### src/rtl/risc_mc_pkg.sv
// Shared encodings for the multi-cycle RISC control sequencer:
// FSM states, opcodes, mux select codes and ALU operation classes.
package risc_mc_pkg;

  typedef enum logic [2:0] {
    S_FETCH    = 3'd0,
    S_DECODE   = 3'd1,
    S_EXEC     = 3'd2,
    S_MEM      = 3'd3,
    S_WB       = 3'd4,
    S_INT_PUSH = 3'd5,
    S_HALT     = 3'd6
  } state_e;

  localparam logic [5:0] OP_ALU_R = 6'd0;
  localparam logic [5:0] OP_ALU_I = 6'd1;
  localparam logic [5:0] OP_LD    = 6'd2;
  localparam logic [5:0] OP_ST    = 6'd3;
  localparam logic [5:0] OP_BR    = 6'd4;
  localparam logic [5:0] OP_CALL  = 6'd5;
  localparam logic [5:0] OP_RET   = 6'd6;
  localparam logic [5:0] OP_PUSH  = 6'd7;
  localparam logic [5:0] OP_POP   = 6'd8;
  localparam logic [5:0] OP_RETI  = 6'd9;
  localparam logic [5:0] OP_HALT  = 6'd63;

  localparam logic [1:0] MADDR_ALU   = 2'd0;
  localparam logic [1:0] MADDR_SP    = 2'd1;
  localparam logic [1:0] MADDR_SP_M4 = 2'd2;

  localparam logic [1:0] WB_ALU = 2'd0;
  localparam logic [1:0] WB_MEM = 2'd1;
  localparam logic [1:0] WB_PC4 = 2'd2;

  localparam logic [1:0] PC_PLUS4  = 2'd0;
  localparam logic [1:0] PC_BRANCH = 2'd1;
  localparam logic [1:0] PC_MEM    = 2'd2;

  localparam logic [2:0] AOP_ADD    = 3'd0;
  localparam logic [2:0] AOP_RTYPE  = 3'd1;
  localparam logic [2:0] AOP_ITYPE  = 3'd2;
  localparam logic [2:0] AOP_BRANCH = 3'd3;

  typedef enum logic [3:0] {
    C_ALU_R, C_ALU_I, C_LD, C_ST, C_BR, C_CALL, C_RET,
    C_PUSH, C_POP, C_RETI, C_HALT, C_ILLEGAL
  } iclass_e;

  function automatic iclass_e classify(input logic [5:0] op);
    case (op)
      OP_ALU_R: classify = C_ALU_R;
      OP_ALU_I: classify = C_ALU_I;
      OP_LD:    classify = C_LD;
      OP_ST:    classify = C_ST;
      OP_BR:    classify = C_BR;
      OP_CALL:  classify = C_CALL;
      OP_RET:   classify = C_RET;
      OP_PUSH:  classify = C_PUSH;
      OP_POP:   classify = C_POP;
      OP_RETI:  classify = C_RETI;
      OP_HALT:  classify = C_HALT;
      default:  classify = C_ILLEGAL;
    endcase
  endfunction

endpackage

### src/rtl/risc_mc_mem_timer.sv
// Bounded-wait counter shared by every state that waits on a memory ready.
// Counts consecutive not-ready cycles and flags the last allowed one.
module risc_mc_mem_timer #(
  parameter int MEM_TIMEOUT = 16
) (
  input  logic clk,
  input  logic reset,
  input  logic active_i,
  input  logic ready_i,
  output logic timeout_o
);

  localparam int CW = $clog2(MEM_TIMEOUT) + 1;
  localparam logic [CW-1:0] LAST = CW'(MEM_TIMEOUT - 1);

  logic [CW-1:0] count_q, count_d;

  // Any cycle that ends the wait (ready, timeout or leaving the state) restarts the count.
  always_comb begin
    timeout_o = active_i && !ready_i && (count_q == LAST);
    count_d   = '0;
    if (active_i && !ready_i && !timeout_o) begin
      count_d = count_q + 1'b1;
    end
  end

  always_ff @(posedge clk) begin
    if (reset) begin
      count_q <= '0;
    end else begin
      count_q <= count_d;
    end
  end

endmodule

### src/rtl/risc_mc_controller.sv
// Multi-cycle control sequencer: walks each instruction through
// FETCH/DECODE/EXEC/MEM/WB and takes interrupts at instruction boundaries.
module risc_mc_controller
  import risc_mc_pkg::*;
#(
  parameter int         OPW         = 6,
  parameter int         MEM_TIMEOUT = 16,
  parameter logic [1:0] ISR_SEL     = 2'd3
) (
  input  logic           clk,
  input  logic           reset,
  input  logic [OPW-1:0] opcode,
  input  logic           interrupt,
  input  logic           imem_ready,
  input  logic           dmem_ready,
  output logic           imem_req,
  output logic           ir_load,
  output logic           dmem_req,
  output logic           dmem_we,
  output logic [1:0]     maddr_sel,
  output logic           wdata_sel,
  output logic           reg_write,
  output logic [1:0]     wb_src,
  output logic           alu_src,
  output logic [2:0]     alu_op,
  output logic           pc_write,
  output logic [1:0]     pc_src,
  output logic           sp_inc,
  output logic           sp_dec,
  output logic           int_ack,
  output logic           halted,
  output logic           illegal_op,
  output logic           bus_error,
  output logic [2:0]     state
);

  state_e  state_q, state_d;
  iclass_e iclass_q, iclass_d;
  logic    intMask_q, intMask_d;

  iclass_e decClass;
  state_e  boundary;
  logic    timerActive, memReady, timeout;
  logic    isWrite, popsSp, usesWb;
  logic [2:0] clsAluOp;
  logic       clsAluSrc;

  assign decClass    = classify(6'(opcode));
  assign timerActive = (state_q == S_FETCH) || (state_q == S_MEM) || (state_q == S_INT_PUSH);
  assign memReady    = (state_q == S_FETCH) ? imem_ready : dmem_ready;
  assign boundary    = (interrupt && !intMask_q) ? S_INT_PUSH : S_FETCH;
  assign isWrite     = (iclass_q == C_ST) || (iclass_q == C_PUSH) || (iclass_q == C_CALL);
  assign popsSp      = (iclass_q == C_POP) || (iclass_q == C_RET) || (iclass_q == C_RETI);
  assign usesWb      = (iclass_q == C_LD) || (iclass_q == C_POP);

  risc_mc_mem_timer #(.MEM_TIMEOUT(MEM_TIMEOUT)) u_timer (
    .clk       (clk),
    .reset     (reset),
    .active_i  (timerActive),
    .ready_i   (memReady),
    .timeout_o (timeout)
  );

  // The ALU controls are held from EXEC through WB so the combinational ALU
  // result stays valid as the memory address and the writeback value.
  always_comb begin
    clsAluOp  = AOP_ADD;
    clsAluSrc = 1'b0;
    case (iclass_q)
      C_ALU_R: begin clsAluOp = AOP_RTYPE;  clsAluSrc = 1'b1; end
      C_ALU_I: begin clsAluOp = AOP_ITYPE;  clsAluSrc = 1'b0; end
      C_BR:    begin clsAluOp = AOP_BRANCH; clsAluSrc = 1'b1; end
      default: begin clsAluOp = AOP_ADD;    clsAluSrc = 1'b0; end
    endcase
  end

  // Next state and all outputs; everything is forced low while reset is held.
  always_comb begin
    state_d    = state_q;
    iclass_d   = iclass_q;
    intMask_d  = intMask_q;
    imem_req   = 1'b0;
    ir_load    = 1'b0;
    dmem_req   = 1'b0;
    dmem_we    = 1'b0;
    maddr_sel  = MADDR_ALU;
    wdata_sel  = 1'b0;
    reg_write  = 1'b0;
    wb_src     = WB_ALU;
    alu_src    = 1'b0;
    alu_op     = AOP_ADD;
    pc_write   = 1'b0;
    pc_src     = PC_PLUS4;
    sp_inc     = 1'b0;
    sp_dec     = 1'b0;
    int_ack    = 1'b0;
    halted     = 1'b0;
    illegal_op = 1'b0;
    bus_error  = 1'b0;
    state      = 3'd0;
    if (!reset) begin
      state = state_q;
      case (state_q)
        S_FETCH: begin
          imem_req = 1'b1;
          if (imem_ready) begin
            ir_load = 1'b1;
            state_d = S_DECODE;
          end else if (timeout) begin
            bus_error = 1'b1;
            state_d   = S_HALT;
          end
        end
        S_DECODE: begin
          iclass_d = decClass;
          if (decClass == C_HALT) begin
            state_d = S_HALT;
          end else if (decClass == C_ILLEGAL) begin
            illegal_op = 1'b1;
            pc_write   = 1'b1;
            pc_src     = PC_PLUS4;
            state_d    = boundary;
          end else begin
            state_d = S_EXEC;
          end
        end
        S_EXEC: begin
          alu_op  = clsAluOp;
          alu_src = clsAluSrc;
          if (iclass_q == C_BR) begin
            pc_write = 1'b1;
            pc_src   = PC_BRANCH;
            state_d  = boundary;
          end else if ((iclass_q == C_ALU_R) || (iclass_q == C_ALU_I)) begin
            state_d = S_WB;
          end else begin
            state_d = S_MEM;
          end
        end
        S_MEM: begin
          alu_op    = clsAluOp;
          alu_src   = clsAluSrc;
          dmem_req  = 1'b1;
          dmem_we   = isWrite;
          wdata_sel = (iclass_q == C_CALL);
          if ((iclass_q == C_LD) || (iclass_q == C_ST)) maddr_sel = MADDR_ALU;
          else if (popsSp)                              maddr_sel = MADDR_SP;
          else                                          maddr_sel = MADDR_SP_M4;
          if (dmem_ready) begin
            sp_dec = (iclass_q == C_PUSH) || (iclass_q == C_CALL);
            sp_inc = popsSp;
            if (iclass_q == C_CALL) begin
              pc_write = 1'b1;
              pc_src   = PC_BRANCH;
            end else if ((iclass_q == C_RET) || (iclass_q == C_RETI)) begin
              pc_write = 1'b1;
              pc_src   = PC_MEM;
            end
            if (iclass_q == C_RETI) intMask_d = 1'b0;
            state_d = usesWb ? S_WB : boundary;
          end else if (timeout) begin
            bus_error = 1'b1;
            state_d   = S_HALT;
          end
        end
        S_WB: begin
          alu_op    = clsAluOp;
          alu_src   = clsAluSrc;
          reg_write = 1'b1;
          wb_src    = usesWb ? WB_MEM : WB_ALU;
          pc_write  = 1'b1;
          pc_src    = PC_PLUS4;
          state_d   = boundary;
        end
        S_INT_PUSH: begin
          dmem_req  = 1'b1;
          dmem_we   = 1'b1;
          maddr_sel = MADDR_SP_M4;
          wdata_sel = 1'b1;
          if (dmem_ready) begin
            sp_dec    = 1'b1;
            pc_write  = 1'b1;
            pc_src    = ISR_SEL;
            int_ack   = 1'b1;
            intMask_d = 1'b1;
            state_d   = S_FETCH;
          end else if (timeout) begin
            bus_error = 1'b1;
            state_d   = S_HALT;
          end
        end
        S_HALT: begin
          halted = 1'b1;
          if (interrupt && !intMask_q) state_d = S_INT_PUSH;
        end
        default: state_d = S_FETCH;
      endcase
    end
  end

  always_ff @(posedge clk) begin
    if (reset) begin
      state_q   <= S_FETCH;
      iclass_q  <= C_ILLEGAL;
      intMask_q <= 1'b0;
    end else begin
      state_q   <= state_d;
      iclass_q  <= iclass_d;
      intMask_q <= intMask_d;
    end
  end

endmodule

### config.mk
export PLATFORM = sky130hd
export DESIGN_NAME = risc_mc_controller
export DESIGN_NICKNAME = d
export VERILOG_FILES = /design/src/rtl/risc_mc_pkg.sv /design/src/rtl/risc_mc_mem_timer.sv /design/src/rtl/risc_mc_controller.sv
export SDC_FILE = /design/constraint.sdc
export NUM_CORES = 1
export LEC_CHECK = 0
export BUFFER_PORTS_ARGS = -buffer_cell sky130_fd_sc_hd__buf_4
export CELL_PAD_IN_SITES_DETAIL_PLACEMENT = 1
export CELL_PAD_IN_SITES_GLOBAL_PLACEMENT = 1
export CORE_UTILIZATION = 36
export CTS_CLUSTER_SIZE = 24
export DETAILED_ROUTE_END_ITERATION = 16
export PLACE_DENSITY_LB_ADDON = 0.1
export SLEW_MARGIN = 20
export SYNTH_ARGS = -nofsm -noshare
export SYNTH_HDL_FRONTEND = slang
export SYNTH_SLANG_ARGS = --single-unit
### constraint.sdc
create_clock -name clk -period 2.4 [get_ports clk]
set_clock_uncertainty 0.15 [all_clocks]
set_input_delay 0 -clock clk [delete_from_list [all_inputs] [get_ports clk]]
set_output_delay 0 -clock clk [all_outputs]
set_load 0.02 [all_outputs]
# Word level (Yosys, flattened, before mapping)
# Index checks and enable logic that the tools add are counted.
# Widths: inputs -> output; s select.
[word_totals]
reg_bits = 13
wordCells = 143
[classes]
addsub = 1
eq_ne = 32
muxes = 78
bitwise = 1
n_reduce_logical = 27
[ops]
columns = ["cell", "count"]
rows = [
  ["$mux 1", 45],
  ["$pmux 4 s11", 1],
  ["$mux 3", 14],
  ["$eq 6x3->1 const B", 4],
  ["$pmux 3 s7", 1],
  ["$eq 4x3->1 const B", 4],
  ["$eq 4x4->1 const B", 4],
  ["$mux 2", 8],
  ["$eq 6x2->1 const B", 2],
  ["$eq 6x4->1 const B", 2],
  ["$pmux 2 s3", 2],
  ["$logic_or 1x1->1", 11],
  ["$pmux 1 s2", 5],
  ["$eq 3x3->1 const B", 3],
  ["$eq 4x2->1 const B", 2],
  ["$eq 3x2->1 const B", 2],
  ["$eq 6x1->1 const B", 1],
  ["$eq 6x6->1 const B", 1],
  ["$logic_not 6->1", 1],
  ["$ne 2x2->1 const B", 3],
  ["$reduce_or 2->1", 3],
  ["$add 5x1->5 const B", 1],
  ["$eq 5x4->1 const B", 1],
  ["$pmux 1 s5", 1],
  ["12 further kinds", 17],
]

# Longest topological paths before layout
[logic_depth]
word_depth = 9
mapped_depth = 7
ltp_nobuf = 6

# Hierarchy
# A second synthesis with hierarchy kept.
[unflattened]
cells_unflattened = 175
area_unflattened_um2 = 1219.9
[modules_own_cells]
columns = ["mod", "instances", "cells_each", "area_per_inst_um2", "seq_area_each_um2"]
rows = [
  ["risc_mc_controller", 1, 155, 1016.0, 160.2],
  ["risc_mc_mem_timer", 1, 20, 203.9, 100.1],
]

# Worst setup path before layout
# Ideal clock, no wire load.
[synth_path]
path_type = "register to output"
from = "reg state_q[1]"
to = "out alu_op[0]"
t_arrival_ns = 1.683
t_required_ns = 2.250
setup_slack_ns = 0.567
path_stages_with_launch = 7
path_buffers = 2
path_cell_list = "dfxtp_1 -> buf_6 -> nor2b_2 -> a21oi_1 -> or4_1 -> nor2_1 -> buf_4"
[synth_between]
elab_chain_cells = 4
elab_cells_between_ends = 6
[synth_rtl]
columns = ["item", "line_no", "text"]
rows = [
  ["start, declared", "risc_mc_controller.sv:37", "state_e state_q, state_d;"],
  ["start signal, assigned", "risc_mc_controller.sv:207", "state_q <= state_d;"],
  ["$eq 3x2->1 or $eq 3x3->1 (tied branches)", "risc_mc_controller.sv:103", "case (state_q)"],
  ["$reduce_or 3->1 (no line) (*)", "-", ""],
  ["$mux 3 (*)", "risc_mc_controller.sv:103", ""],
  ["$mux 3 (*)", "risc_mc_controller.sv:101", "if (!reset) begin"],
  ["end, declared", "risc_mc_controller.sv:25", "output logic [2:0] alu_op,"],
]
# Mark *: on every way between the ends. The rest lies on a longest branch, timed or not.

# Final worst setup path
[layout_path]
from = "reg state_q[0]"
to = "reg iclass_q[2]"
[layout_between]
elab_chain_cells = 1
[layout_rtl]
columns = ["item", "line_no", "text"]
rows = [
  ["$eq 3x1->1", "risc_mc_controller.sv:103", ""],
  ["end signal, assigned", "risc_mc_controller.sv:208", "iclass_q <= iclass_d;"],
  ["end, declared", "risc_mc_controller.sv:38", "iclass_e iclass_q, iclass_d;"],
]
# Every way passes these cells.
# A chain may end at the register's enable or synchronous reset.

==> results.md <==
* Pins over their slew limit at 0
* Setup crit end: iclass_q[2]
* Flops & latches, synth at 13
* Synth top area share at roughly a fifth
* Top_reg_cell synth: dfxtp_1
* YS warnings at 0
* Largest net degree at the start of global routing at 22
* Gr usage total at 22.0%
* Initial Util at a little under two fifths
* Critical Path Start: state_q[0]
* Ranking of synthesized cells by area: dfxtp_1 (21%), nor2_1 (6.8%), a21oi_1 (5.9%), buf_6 (4.5%), nand2b_1 (3.5%)
* Antenna violations before repair at 0
* Routability cong. at 0.898
* R2R setup slack at 0.19 ns
* Layout cell share with drive strength beyond 1 at a little over a quarter
* DR iter-0 viols at 56
* Post-synthesis instance area at 1260 um^2
* Crit Path Class: register to register
* CTS Buffer Depth at 2
* WP depth at 6
* Synth top cells by count: nor2_1 (23), a21oi_1 (15), dfxtp_1 (13)
* Die height at about 61 um
* Kind of end point of the critical path: register
* Clock sinks at 13
* Post-synth EDFFs at 0
* CTS root buf: clkbuf_4
* TritonCTS clock tree: built
* Cells after synthesis at approximately 170
* Vias in the first global route at around 1300
* Signal arrival time at the worst endpoint at between 2 and 2.5 ns
* Syn-to-layout area delta at 26.5%
* Area occupied by multi-input gates at approximately 860 um^2
* RSZ-0062 raised after global routing: false
* Drt pass-1 iters at 4
* Clock transition at the registers of the reported paths at roughly 0.08 ns
* Final Hold Fails at 0
* Period utilization at about 90%
* IO buf count at 34
* Die ar. at ~3800 um^2
* WP buf/inv at 2
* Post-synth top area cell: dfxtp_1
* Post-synth cell types at a little under 60
* Sequential Area at around 260 um^2
* Worst path slowest cell: dlygate4sd3_1
* Worst skew pair latency at approximately 0.27 ns
* Status: finished clean
* Routing usage on met2 at 37.6%
* Worst reg2reg path startpoint: state_q[0]
* Core footprint at ~3400 um^2
* Pwr/cell area at 362 nW/um^2
* Postcts setup bufs at 0
* Register area share after synthesis at roughly a fifth
* Lkg Pwr at around 0.66 nW
* FP Rows at 21
* Peak supply drop at slightly below 0.0003 V
* Worst R2R Path Depth at 6
* Worst path cell trace: buf_4 > or3b_4 > nor4_2 > a22oi_1 > nor2_1 > dlygate4sd3_1
* Top delay family on crit path: buffers and inverters
* ANT nets after route at 0
* Setup violations, final at 0
* Setup Total Neg Slack at 0 ns
* First-pass GRT wire length at slightly above 6000 um
* Tmin final at 2.21 ns
* Width of the die at approximately 61 um
* DR WL/cell at roughly 15 um
* Total grt overflow at 0
* Min-Delay Path Class: input pin to register
* Largest stage delay, worst path at approximately 0.54 ns
* Power Total at between 500 and 600 uW
* Crit path max fanout at 12
* Total of max-cap violations at 0
* Ant. Diodes at 0
* Met1 GRT Util at 28.5%
* Max Freq at 0.452 GHz
* Ys async rst share at 0%
* Detailed placer's ending HPWL at ~2800 um
* Slew headroom at between 60% and 70%
* Total CTS buffers at 3
* I/O pins at 37
* Met3 GRT Util at under 10%
* Reg-to-Reg End: iclass_q[2]
* Most common cell in the synthesized netlist: nor2_1
* Vias at between 1000 and 1500
* Required @ worst endpoint at approximately 2.5 ns
* CP Launch Type: register
* Via-to-Cell Ratio at between 5 and 6
* Grt peak-use layer: met2
* Worst-Margin Slew at roughly 0.52 ns
* Filler cells at 450
* DR DRC count at 0
* WL final at 3770 um
* Avg Inst Size Synth at 7.53 um^2
* H-Tree Level Count at 1
* Final #Nets at about 220
metal layers:
| layer | part of all wire (%) | up-vias |
|---|---|---|
| met4 | 1.2 | 0 |
| met3 | 3.5 | 4 |
| met2 | 49 | 35 |
| li1 | - | 677 |
| met5 | 0 | - |
| met1 | 46 | 651 |
flip-flops by register name, indices dropped and copies added (netlist names):
name             cells
u_timer.count_q      5
iclass_q             4
state_q              3
intMask_q            1
how the worst min path moves through the flow:
stage | start | end | slack, ns | cells past startpoint
3_5_place_dp | opcode[2] | iclass_q[2] | 0.14 | 3
6_report | opcode[4] | iclass_q[1] | 0.008 | 5
5_1_grt | opcode[4] | iclass_q[1] | 0.03 | 5
4_1_cts | opcode[4] | iclass_q[1] | 0.007 | 5
3_3_place_gp | opcode[2] | iclass_q[2] | 0.13 | 3
2_1_floorplan | imem_ready | ir_load | -0.005 | 2
power breakdown:
part / total [mW] / switching [mW] / internal (mW)
Clock: 0.133 / 0.0688 / 0.0643
Combinational: 0.192 / 0.103 / 0.0888
Sequential: 0.254 / 0.0285 / 0.226
per-stage QoR:
step                util (%)  worst slack (ns)  std cells  area (um^2)  hold WS (ns)
detailed placement      44.0             0.434        235         1480         0.141
CTS                     47.5            0.0419        248         1600       0.00722
global route            47.6            0.0211        248         1600        0.0258
global placement        44.0             0.478        235         1480         0.125
finish                  47.6             0.186        248         1600       0.00776
floorplan                  -             0.567        169         1270      -0.00484
worst min-delay path, stage by stage:
cell and delay, ns:
buf_4 0.09, nor2_1 0.08, nand3_1 0.08, o21ai_0 0.07, nand2b_1 0.07
cell usage in the layout (no fill, tap or decap), drive strengths merged, types with 4 or more instances in the layout:
| cell | count |
|---|---|
| dlygate4sd3 | 9 |
| o21ai | 8 |
| nand2b | 7 |
| inv | 7 |
| nor4 | 4 |
| nor2 | 23 |
| a21oi | 15 |
| nor3 | 4 |
| clkbuf | 4 |
| buf | 37 |
| nand3 | 5 |
| dfxtp | 13 |
| and3 | 4 |
| nand2 | 8 |
what timing repair did:
action                     4_1_cts  5_1_grt
hold endpoints to repair         5        0
setup endpoints to repair        0        5
resized for setup                0        3
hold buffers                     9        0
kinds of logic (layout without fill, tap and decap cells):
family / Yosys count / count (layout) / synth area share [%]
compound gates: 47 / 47 / 25.0
xor+xnor: 4 / 4 / 2.77
fa+ha+maj: 2 / 2 / 1.98
buf+inv: 24 / 57 / 11.9
flops: 13 / 13 / 20.6
mux: 1 / 1 / 0.791
other cells: 1 / 2 / 0.296
simple gates: 76 / 76 / 36.7
final cells by class:
cell class / instances / share of cell area [%]
Timing Repair Buffer: 46 / 23.0
Tap cell: 46 / 3.60
Multi-Input combinational cell: 132 / 53.6
Clock buffer: 4 / 1.64
Inverter: 7 / 1.64
Sequential cell: 13 / 16.5
(Power assumes the default switching activity.)
